## config.mk

```make
export PLATFORM = sky130hd
export DESIGN_NAME = clic_gateway
export DESIGN_NICKNAME = d
export VERILOG_FILES = /design/src/rtl/clic_gateway.sv
export SDC_FILE = /design/constraint.sdc
export NUM_CORES = 1
export LEC_CHECK = 0
export CORE_AREA = 2 2 601 603
export DETAILED_ROUTE_END_ITERATION = 7
export DIE_AREA = 0 0 603 605
export HOLD_SLACK_MARGIN = 0.15
export PLACE_DENSITY_LB_ADDON = 0.1
export SYNTH_ARGS = -nofsm -noshare
export SYNTH_HDL_FRONTEND = slang
export SYNTH_SLANG_ARGS = --single-unit
```

## constraint.sdc

```tcl
create_clock -name clk_i -period 2.3 [get_ports clk_i]
set_input_delay 0.46 -clock clk_i [delete_from_list [all_inputs] [get_ports clk_i]]
set_output_delay 0.46 -clock clk_i [all_outputs]
set_load 0.1 [all_outputs]
```

## src/rtl/clic_gateway.sv

```systemverilog
// Per-source interrupt gateway feeding the CLIC clicintip hardware set/clear port.
// Optional CLIC_GATEWAY_SYNC_EN adds a 2-flop input synchroniser per source.
module clic_gateway #(
  parameter int unsigned N_SOURCE = 256,
  parameter int unsigned IDW      = (N_SOURCE > 1) ? $clog2(N_SOURCE) : 1
) (
  input  logic                     clk_i,
  input  logic                     rst_ni,
  input  logic [N_SOURCE-1:0]      intr_src_i,
  input  logic [N_SOURCE-1:0][1:0] trig_i,
  input  logic [N_SOURCE-1:0]      ip_q_i,
  output logic [N_SOURCE-1:0]      ip_de_o,
  output logic [N_SOURCE-1:0]      ip_d_o,
  input  logic                     claim_valid_i,
  input  logic [IDW-1:0]           claim_id_i,
  output logic                     claim_ready_o
);

  typedef enum logic [0:0] {StIdle, StClr} state_e;

  state_e              state_q, state_d;
  logic [IDW-1:0]      id_q, id_d;
  logic [N_SOURCE-1:0] src_s, src_q;
  logic                primed_q;

  // clicintip readback is only observed, never used for gating decisions.
  logic unused_ip;
  assign unused_ip = ^ip_q_i;

`ifdef CLIC_GATEWAY_SYNC_EN
  logic [N_SOURCE-1:0] sync1_q, sync2_q;

  always_ff @(posedge clk_i) begin
    if (!rst_ni) begin
      sync1_q <= '0;
      sync2_q <= '0;
    end else begin
      sync1_q <= intr_src_i;
      sync2_q <= sync1_q;
    end
  end

  assign src_s = sync2_q;
`else
  assign src_s = intr_src_i;
`endif

  always_ff @(posedge clk_i) begin
    if (!rst_ni) begin
      src_q    <= '0;
      primed_q <= 1'b0;
      state_q  <= StIdle;
      id_q     <= '0;
    end else begin
      src_q    <= src_s;
      primed_q <= 1'b1;
      state_q  <= state_d;
      id_q     <= id_d;
    end
  end

  always_comb begin
    state_d       = state_q;
    id_d          = id_q;
    claim_ready_o = 1'b0;
    unique case (state_q)
      StIdle: begin
        if (claim_valid_i) begin
          id_d    = claim_id_i;
          state_d = StClr;
        end
      end
      StClr: begin
        claim_ready_o = 1'b1;
        state_d       = StIdle;
      end
      default: state_d = StIdle;
    endcase
  end

  always_comb begin
    logic act, act_prev, edge_hit;
    act      = 1'b0;
    act_prev = 1'b0;
    edge_hit = 1'b0;
    ip_de_o  = '0;
    ip_d_o   = '0;
    for (int unsigned i = 0; i < N_SOURCE; i++) begin
      act      = src_s[i] ^ trig_i[i][1];
      act_prev = src_q[i] ^ trig_i[i][1];
      edge_hit = primed_q & act & ~act_prev;
      if (!trig_i[i][0]) begin
        ip_de_o[i] = primed_q;
        ip_d_o[i]  = act;
      end else if (edge_hit) begin
        // A fresh edge beats a concurrent claim clear so the new request is kept.
        ip_de_o[i] = 1'b1;
        ip_d_o[i]  = 1'b1;
      end else if (state_q == StClr && id_q == IDW'(i)) begin
        // Out-of-range ids never match any index, so they only get acknowledged.
        ip_de_o[i] = 1'b1;
        ip_d_o[i]  = 1'b0;
      end
    end
  end

endmodule

```

# Yosys cells after proc, flatten, opt, wreduce, memory -nomap -nowiden
# Cells that the tools add are included.
# classes
shifts,0
reduce_logical,258
n_addsub,0
n_mul,0
eq_ne,255
bitwise_logic,1281
n_lt_le_gt_ge,0
muxes,1284
div,0
# ops
op,n
$mux W1,1283
$eq A8 B8 Y1 const B,128
$and A1 B1 Y1,512
$eq A8 B7 Y1 const B,64
$xor A1 B1 Y1,512
$not A1 Y1,257
$eq A8 B6 Y1 const B,32
$logic_and A1 B1 Y1,256
$eq A8 B5 Y1 const B,16
$eq A8 B4 Y1 const B,8
$eq A8 B3 Y1 const B,4
$eq A8 B2 Y1 const B,2
$eq A8 B1 Y1 const B,1
$logic_not A8 Y1,1
$pmux W1 S2,1
$reduce_and A2 Y1,1
# word_totals
latchBits,0
register_bits,266
ramBits,0
in_bits,1035
out_inout_bits,513
rom_bits,0
n_memories,0
word_cells,3082

# Depth between registers and ports, before layout
# depth
word_depth,5
ltp_mapped,5
mapped_depth_nobuf,3

# Least setup slack after synthesis
# No wires, ideal clock.
# synth_timing
path_type,flip-flop to output port
start,register state_q
end,output port ip_de_o[0]
slack_ps,-1021
path_buffers,2
required_ps,1840
arrival_ps,2861
stages_incl_launch_ff,6
cell_sequence,dfxtp_1 buf_4 or3b_4 nor3_4 buf_6 a32o_1
# synth_between
elab_chain_cells,4
# synth_lines
element,line,text
"start, declared",21,"state_e state_q, state_d;"
"start signal, assigned",52,state_q <= StIdle;
"start signal, assigned",57,state_q <= state_d;
$logic_and A1 B1 Y1,99,end else if (state_q == StClr && id_q == IDW'(i)) begin
$mux W1,99,
$mux W1,95,end else if (edge_hit) begin
$mux W1,92,if (!trig_i[i][0]) begin
"end, declared",12,"output logic [N_SOURCE-1:0] ip_de_o,"
# No other way between the ends.

# Worst setup path in the final report
# layout_timing
start,register id_q[2]
end,output port ip_de_o[177]
# layout_between
elab_chain_cells,5
# layout_lines
element,line,text
"start, declared",22,"logic [IDW-1:0] id_q, id_d;"
"start signal, assigned",58,id_q <= id_d;
$eq A8 B8 Y1,99,
$logic_and A1 B1 Y1,99,
$mux W1,99,
$mux W1,95,
$mux W1,92,
# No other way between the ends.

==> results.sh <==
export IMPL_status="finished with violations"
export IMPL_failed_checks="negative setup slack"
export IMPL_io_buffers=1291
export IMPL_die_w_um=603
export IMPL_initial_core_util_pct=6.08
export IMPL_die_area_sq_um=365000
export IMPL_cp_max_fo=8
export IMPL_cap_violations=0
export IMPL_fill_cells=39187
export IMPL_dpl_instance_area_sq_um=50700
export IMPL_ys_ff_latch=266
export IMPL_cts_buffers=55
export IMPL_crit_buf_inv=2
export IMPL_setup_viol=512
export IMPL_grt_pass1_vias=28150
export IMPL_synthCells=2528
export IMPL_final_cell_mix="777 x clkdlybuf4s50_1, 538 x buf_12, 259 x nand2b_1, 259 x and2_1"
export IMPL_crit_top_cell="buf_12"
export IMPL_worst_path_largest_cell_delay_ps=480
export IMPL_rsz0062_at_grt="true"
export IMPL_syn_area_sq_um=21800
export IMPL_clock_root_buffer="clkbuf_16"
export IMPL_finalWorstSetupSlack_ps=-801
export IMPL_fin_area_sq_um=60800
export IMPL_yosysTopAreaCell="dfxtp_1"
export IMPL_slowest_stage="or3b_4"
export IMPL_area_growth_syn_to_layout_pct=179
export IMPL_grtUsageTotal_pct=14.2
export IMPL_drv_slew=0
export IMPL_period_needed_ps=3100
export IMPL_drive_gt1_share_pct=37.0
export IMPL_cts_htree_levels=2
export IMPL_synth_top_area_share_pct=24.5
export IMPL_ir_drop_mv=0.617
export IMPL_relSlewSlack_pct=67.8
export IMPL_hold_class="primary input to flip-flop"
export IMPL_wl_per_cell_um=30.7
export IMPL_grt_max_degree=38
export IMPL_layout_commonest_cell="clkdlybuf4s50_1"
export IMPL_cts_sinks=266
export IMPL_synthTopCellsByArea="dfxtp_1 24%, a32o_1 12%, o2bb2ai_1 10%, xnor2_1 10%, nand3b_1 8.1%"
export IMPL_antenna_left=0
export IMPL_worst_clock_skew_ps=27.0
export IMPL_synth_cell_types=31
export IMPL_worst_path_dominant_cell_family="simple AND/OR/NAND/NOR gates"
export IMPL_tightest_slew_ps=483
export IMPL_die_h_um=605
export IMPL_utilization_pct=17.0
export IMPL_crit_chain="or3b_4 -> nor2_4 -> buf_12 -> a32o_2 -> buf_12"
export IMPL_core_area_sq_um=358000
export IMPL_vias=29133
export IMPL_ioPinCount=1548
export IMPL_first_pass_iters=5
export IMPL_clock_latency_ps=740
export IMPL_hold_violations=0
export IMPL_whs_ps=281
export IMPL_row_count=220
export IMPL_cts_buffer_depth=3
export IMPL_layout_cells_non_filler=9011
export IMPL_nNetsFinal=5178
export IMPL_synth_fp_nets=3563
export IMPL_dr_first_iter_drc_count=1391
export IMPL_worstPathArrival_ps=2640
export IMPL_cts_tree="built"
export IMPL_p_per_area_nw_per_um2=516
export IMPL_antenna_found_initial=246
export IMPL_finalCritPeriodShare_pct=135
export IMPL_dp_hpwl_mm=220
export IMPL_finalWirelength_mm=276
export IMPL_cp_required_ps=1840
export IMPL_end_kind="output port"
export IMPL_gp_congestion=0.803
export IMPL_grt_overflow=0
export IMPL_placed_cells=8680
export IMPL_critPathKind="flip-flop to output port"
export IMPL_total_power_mw=31.3
export IMPL_drc=0
export IMPL_power_leakage_nw=20.4
export IMPL_fmax_mhz=323
export IMPL_ys_seq_area_share_pct=24.5
export IMPL_clk_pin_slew_worst_paths_ps=60
export IMPL_grt_first_pass_wirelength_mm=331
export IMPL_start_kind="flip-flop"
export IMPL_setup_tns_ps=-237490
export IMPL_dp_worst_setup_slack_ps=-340
export IMPL_viasPerCell=3.23
export IMPL_synth_avg_cell_area_sq_um=8.61
export IMPL_ys_warn_count=0
[logic make-up (layout without fill, tap and decap cells)]
logic type                Yosys count  count (layout)  synth area share [%]
AOI/OAI and AO/OA                1032            1032                  37.3
xor gates and xnor gates          256             256                  10.3
and+or+nand+nor                   848             848                  25.5
buffers and inverters             126            1785                  2.48
DFF                               266             266                  24.5
other                               0              51                     0
[metal layers]
metal / vias to the layer above / GRT usage, % / part of all wire (%)
li1: 13331 / - / -
met1: 14046 / 15.4 / 38
met2: 1204 / 25.7 / 51
met3: 448 / 5.40 / 8.1
met4: 104 / 3.26 / 2.9
met5: - / 0 / 0.24
[report_power, final]
part | internal, mW | switching [mW]
Sequential | 4.86 | 0.125
Combinational | 7.09 | 10.4
Clock | 4.98 | 3.82
[state kept, by name, indices dropped and copies added (netlist names)]
signal	cells
src_q	256
state_q	1
primed_q	1
id_q	8
[area by class of cell]
type	instances	area, sq um	area share, %
Multi-Input combinational cell	2136	22400	36.9
Antenna cell	51	128	0.210
Clock buffer	94	1670	2.75
Tap cell	4773	5970	9.83
Sequential cell	266	5360	8.81
Clock inverter	7	82.6	0.136
Timing Repair Buffer	1684	25200	41.4
[worst min-delay path, delay by kind of cell]
family | cells | cell delay, ps
buffers and inverters | 1 | 410
AOI/OAI and AO/OA | 1 | 60
and+or+nand+nor | 1 | 50
[timing repair]
item | CTS | global route
setup endpoints to repair | 512 | 512
setup buffers | 85 | 54
hold endpoints to repair | 17 | 0
gates cloned | 35 | 37
resized for setup | 203 | 567
hold buffers | 1 | 0
pin swaps | 221 | 73
[synth_stat cells (all sizes together)]
cell type and instances:
a32o 256, nand4bb 1, o22ai 22, nand3 1
nor4 1, nand2 41, clkbuf 89, nand2b 263
o221ai 22, and2b 1, xnor2 256, and3 4
and2 259, o2bb2ai 256, nor2 25, nor3 10
dfxtp 266, nand3b 236, buf 37, nor2b 4
o211ai 234, and4b 1, or3b 1, a21boi 8
o21ai 234
[worst paths after layout]
| check | start | end | slack [ps] | cells after the start |
|---|---|---|---|---|
| setup / recovery | id_q[2] | ip_de_o[177] | -800 | 5 |
| hold / removal | claim_id_i[3] | id_q[3] | 280 | 3 |
| setup reg to reg | state_q | id_q[4] | 890 | 4 |
| hold reg to reg | id_q[6] | id_q[6] | 620 | 3 |
Note: power is estimated with default switching activity, not from simulation.
